==> config.mk <==
export PLATFORM = sky130hd
export DESIGN_NAME = merge_pipe_oem
export DESIGN_NICKNAME = d
export VERILOG_FILES = /design/src/rtl/merge_pipe_oem.sv
export SDC_FILE = /design/constraint.sdc
export NUM_CORES = 1
export LEC_CHECK = 0
export CAP_MARGIN = 15
export CORE_ASPECT_RATIO = 1.75
export CORE_MARGIN = 10
export CORE_UTILIZATION = 43
export CTS_BUF_LIST = sky130_fd_sc_hd__clkbuf_4 sky130_fd_sc_hd__clkbuf_8
export CTS_CLUSTER_DIAMETER = 150
export DETAILED_ROUTE_END_ITERATION = 16
export PLACE_DENSITY = 0.69
export SYNTH_ARGS = -nofsm -noshare
export SYNTH_HDL_FRONTEND = slang
export SYNTH_SLANG_ARGS = --single-unit
export TNS_END_PERCENT = 30
==> constraint.sdc <==
create_clock -name clk -period 2.2 [get_ports clk]
set_input_delay 0.33 -clock clk [delete_from_list [all_inputs] [get_ports clk]]
set_output_delay 0.33 -clock clk [all_outputs]
set_load 0.005 [all_outputs]
==> src/rtl/merge_pipe_oem.sv <==
// Pipelined Batcher odd-even merge: two ascending N-element halves in, one ascending 2N vector out.
// Optional macro MERGE_PIPE_IDX_TAG_EN: elements carry their input slot as a tie-break tag, exposed on out_idx.
module merge_pipe_oem #(
  parameter int WIDTH = 3,
  parameter int N     = 8
) (
  input  logic                        clk,
  input  logic                        rst_n,
  input  logic                        in_valid,
  output logic                        in_ready,
  input  logic [2*N*WIDTH-1:0]        inba,
  output logic                        out_valid,
  input  logic                        out_ready,
  output logic [2*N*WIDTH-1:0]        c,
`ifdef MERGE_PIPE_IDX_TAG_EN
  output logic [2*N*$clog2(2*N)-1:0]  out_idx,
`endif
  output logic                        out_ord_err,
  output logic                        busy
);
  localparam int IDXW = $clog2(2*N);
  localparam int S    = IDXW;
`ifdef MERGE_PIPE_IDX_TAG_EN
  localparam int TW   = IDXW;
`else
  localparam int TW   = 0;
`endif
  localparam int EW   = WIDTH + TW;
  localparam int VW   = 2*N*EW;

  logic                  adv;
  logic                  ord_err;
  logic [VW-1:0]         in_vec;
  logic [VW-1:0]         out_vec;
  logic [S-1:0][VW-1:0]  stage_d;
  logic [S-1:0][VW-1:0]  stage_q;
  logic [S-1:0]          vld_q;
  logic [S-1:0]          err_q;

  // An input half is out of order if any neighbour pair descends.
  always_comb begin
    ord_err = 1'b0;
    for (int k = 0; k < N-1; k++) begin
      if (inba[k*WIDTH +: WIDTH] > inba[(k+1)*WIDTH +: WIDTH])
        ord_err = 1'b1;
      if (inba[(N+k)*WIDTH +: WIDTH] > inba[(N+k+1)*WIDTH +: WIDTH])
        ord_err = 1'b1;
    end
  end

  // Tagged elements are {value, slot}, so a plain unsigned compare breaks ties by slot.
  always_comb begin
    in_vec = '0;
    for (int k = 0; k < 2*N; k++) begin
`ifdef MERGE_PIPE_IDX_TAG_EN
      in_vec[k*EW +: EW] = {inba[k*WIDTH +: WIDTH], IDXW'(k)};
`else
      in_vec[k*EW +: EW] = inba[k*WIDTH +: WIDTH];
`endif
    end
  end

  // Level l compares at distance K = N>>l; after the first level pairs start at K in blocks of 2K.
  for (genvar l = 0; l < S; l++) begin : g_lvl
    localparam int K  = N >> l;
    localparam int J0 = (l == 0) ? 0 : K;
    localparam int NB = (l == 0) ? 1 : (N / K) - 1;
    logic [VW-1:0] src;
    logic [VW-1:0] dst;

    if (l == 0) begin : g_first
      assign src = in_vec;
    end else begin : g_next
      assign src = stage_q[l-1];
    end

    always_comb begin
      dst = src;
      for (int b = 0; b < NB; b++) begin
        for (int i = 0; i < K; i++) begin
          if (src[(J0 + 2*K*b + i)*EW +: EW] > src[(J0 + 2*K*b + i + K)*EW +: EW]) begin
            dst[(J0 + 2*K*b + i)*EW +: EW]     = src[(J0 + 2*K*b + i + K)*EW +: EW];
            dst[(J0 + 2*K*b + i + K)*EW +: EW] = src[(J0 + 2*K*b + i)*EW +: EW];
          end
        end
      end
    end

    assign stage_d[l] = dst;
  end

  assign adv = !out_valid || out_ready;

  // Pipeline registers: one bank per compare level, the whole chain stalls together.
  always_ff @(posedge clk or negedge rst_n) begin
    if (!rst_n) begin
      stage_q <= '0;
      vld_q   <= '0;
      err_q   <= '0;
    end else if (adv) begin
      stage_q <= stage_d;
      vld_q   <= {vld_q[S-2:0], in_valid};
      err_q   <= {err_q[S-2:0], ord_err};
    end
  end

  assign in_ready    = adv;
  assign out_valid   = vld_q[S-1];
  assign out_ord_err = err_q[S-1];
  assign busy        = |vld_q;
  assign out_vec     = stage_q[S-1];

  always_comb begin
    c = '0;
    for (int k = 0; k < 2*N; k++)
      c[k*WIDTH +: WIDTH] = out_vec[k*EW + TW +: WIDTH];
  end

`ifdef MERGE_PIPE_IDX_TAG_EN
  always_comb begin
    out_idx = '0;
    for (int k = 0; k < 2*N; k++)
      out_idx[k*IDXW +: IDXW] = out_vec[k*EW +: IDXW];
  end
`endif

endmodule

==> results.sh <==
export IMPL_status="complete, but fails checks"
export IMPL_violations="negative setup slack"
export IMPL_drcViolationCount=0
export IMPL_syn_inst=1155
export IMPL_final_cell_mix="dfrtp_1 (200), nor2_1 (151), a21oi_1 (151), mux2i_1 (150), inv_1 (135)"
export IMPL_die_area_um2=35300
export IMPL_cp_arrival_ns=2.57
export IMPL_critical_path_class="in2reg"
export IMPL_first_pass_iters=5
export IMPL_worst_path_max_delay_cell="a211oi_1"
export IMPL_synthToLayoutAreaGrowth_pct=20.4
export IMPL_cts_buffer_depth=2
export IMPL_cts_tree="done"
export IMPL_fmax_ghz=0.449
export IMPL_cts_htree_levels=4
export IMPL_crit_path_start_kind="input port"
export IMPL_cts_inserted_buffers=17
export IMPL_finalCritPeriodShare=1.01
export IMPL_syn_nets=1324
export IMPL_grt_pass1_wl_mm=45.0
export IMPL_gp_congestion=0.910
export IMPL_rsz0062_at_grt="false"
export IMPL_slowest_delay_ns=0.70
export IMPL_placed_cells=1666
export IMPL_drive_gt1_frac=0.153
export IMPL_stdcell_count=1701
export IMPL_clk_pin_slew_ns=0.10
export IMPL_grt_busiest_layer="met2"
export IMPL_root_buffer="clkbuf_8"
export IMPL_use_met1=0.170
export IMPL_drv_slew=0
export IMPL_use_met3=0.0234
export IMPL_vdd_drop_max_uv=662
export IMPL_power_mw=20.4
export IMPL_p_leak_nw=6.71
export IMPL_antenna_found_initial=1
export IMPL_pin_count=104
export IMPL_grt_use_met2=0.287
export IMPL_wl_mm=27.0
export IMPL_synth_area_um2=12000
export IMPL_worstPathCellList="clkdlybuf4s50_1 -> inv_1 -> ha_1 -> a211oi_1 -> o22ai_1 -> nor4_1 -> a21oi_1"
export IMPL_cp_max_fo=3
export IMPL_drt_wirelength_per_cell_um=15.9
export IMPL_setup_ws_ns=-0.0293
export IMPL_finalHoldViolations=0
export IMPL_hpwl_mm=21.7
export IMPL_crit_required_ns=2.54
export IMPL_design_area_um2=14500
export IMPL_yosysSeqAreaShare=0.417
export IMPL_end_kind="flip-flop"
export IMPL_grt_max_degree=67
export IMPL_rows=80
export IMPL_die_w_um=146
export IMPL_fin_worst_skew_ns=0.0121
export IMPL_hp_class="in2async"
export IMPL_setup_viol=1
export IMPL_place_area_um2=14000
export IMPL_via_count=8659
export IMPL_core_area_um2=27400
export IMPL_port_buffers=103
export IMPL_fin_crit_ns=2.23
export IMPL_cellPowerDensity_nw_per_um2=1410
export IMPL_max_slew_margin=0.430
export IMPL_grt_pass1_vias=9004
export IMPL_maxCapViolations=0
export IMPL_avgSynthCellArea_um2=10.4
export IMPL_avgViaCountPerCell=5.09
export IMPL_cts_num_sinks=200
export IMPL_grt_ovfl_total=0
export IMPL_yosysWarnings=0
export IMPL_start_util=0.438
export IMPL_grt_usage=0.157
export IMPL_clkLatencyLatePin_ns=0.47
export IMPL_die_h_um=241
export IMPL_pre_cts_ws_ns=-0.430
export IMPL_ant_nets=0
export IMPL_synth_seq_cells=200
export IMPL_yosys_cell_types_count=23
export IMPL_final_nets=1487
export IMPL_final_common_cell="dfrtp_1"
export IMPL_drtIter0Drc=378
export IMPL_worst_pin_slew_ns=0.849
## Yosys cell counts
| library cell | count | share of area |
|---|---|---|
| nand2_1 | 34 | 0.011 |
| o21ai_0 | 24 | 0.010 |
| inv_1 | 135 | 0.042 |
| a32oi_1 | 1 | 0.00073 |
| buf_2 | 26 | 0.011 |
| mux2_2 | 39 | 0.037 |
| a32oi_4 | 25 | 0.057 |
| a21oi_1 | 151 | 0.063 |
| nor2_1 | 151 | 0.047 |
| and2b_1 | 25 | 0.016 |
| buf_1 | 2 | 0.00063 |
| clkbuf_1 | 12 | 0.0037 |
| nor4_1 | 2 | 0.0010 |
| a211oi_1 | 13 | 0.0081 |
| nand2b_1 | 2 | 0.0010 |
| mux2i_1 | 150 | 0.13 |
| nor2b_1 | 1 | 0.00052 |
| o22ai_1 | 6 | 0.0031 |
| dfrtp_1 | 200 | 0.42 |
| ha_1 | 117 | 0.12 |
| or4_1 | 1 | 0.00063 |
| o21ai_2 | 25 | 0.018 |
| nand3_1 | 13 | 0.0054 |
## report_power, final
part           internal (mW)  switching, mW  total [mW]  leakage, nW
clock network           1.20           1.31        2.51        0.213
registers               5.35           1.39        6.75         2.21
logic                   5.60           5.50        11.1         4.29
## final cells by class
cell class                 count  area, µm²
fill                        2547      13000
multi-input combinational    780       6320
sequential                   200       5000
timing repair buffer         184       1730
inverter                     135        507
tap                          369        462
clock buffer                  20        263
clock inverter                12        165
antenna                        1       2.50
## registers in the layout, indices dropped and copies added, names as in the netlist
register / cells
c: 48
err_q: 4
g_lvl.src: 144
vld_q: 4
## cell families (layout without fill, tap and decap cells)
group,after synthesis,after routing,share of synthesized area
other,0,1,0
buffers and inverters,175,351,0.0574
multiplexers,189,189,0.162
flip-flops,200,200,0.417
AND/OR/NAND/NOR,229,229,0.0821
AO/OA/AOI/OAI,245,245,0.160
adder cells (fa/ha/maj),117,117,0.122
## metrics by stage
stage | hold WS (ns) | utilization | TNS, ns
4_1_cts | 0.397 | 0.527 | 0
6_report | 0.420 | 0.527 | -0.0293
3_3_place_gp | 0.356 | 0.511 | -0.711
5_1_grt | 0.439 | 0.527 | 0
3_5_place_dp | 0.365 | 0.511 | -0.861
2_1_floorplan | 0.0344 | - | 0
## layer usage
layer	share of wire	vias to the layer above
li1	-	4329
met1	0.40	4170
met2	0.53	122
met3	0.025	38
met4	0.043	0
met5	0	-
## path summary, 6_finish.rpt
path | startpoint | end | slack (ns) | cells past startpoint
min | rst_n | g_lvl[1].src[26]$_DFFE_PN0P_ | 0.42 | 2
max in group asynchronous | rst_n | g_lvl[3].src[6]$_DFFE_PN0P_ | 1.11 | 3
min in group clk | in_valid | vld_q[0]$_DFFE_PN0P_ | 0.47 | 2
max reg2reg | g_lvl[2].src[7]$_DFFE_PN0P_ | g_lvl[3].src[7]$_DFFE_PN0P_ | 0.26 | 6
max | inba[4] | err_q[0]$_DFFE_PN0P_ | -0.03 | 7
min reg2reg | vld_q[2]$_DFFE_PN0P_ | vld_q[3]$_DFFE_PN0P_ | 0.49 | 1
## what timing repair did
item,in CTS,in global routing
setup buffers,1,0
hold endpoints to repair,51,0
resized for setup,1,1
setup endpoints to repair,1,1
hold buffers,1,0
## critical path: cells and delay by family
kind / cells / cell delay, ns
AOI/OAI and AO/OA: 3 / 1.01
and+or+nand+nor: 1 / 0.35
buffers and inverters: 2 / 0.60
adders and majority gates: 1 / 0.29
No activity file was read; power rests on OpenSTA's default activity.
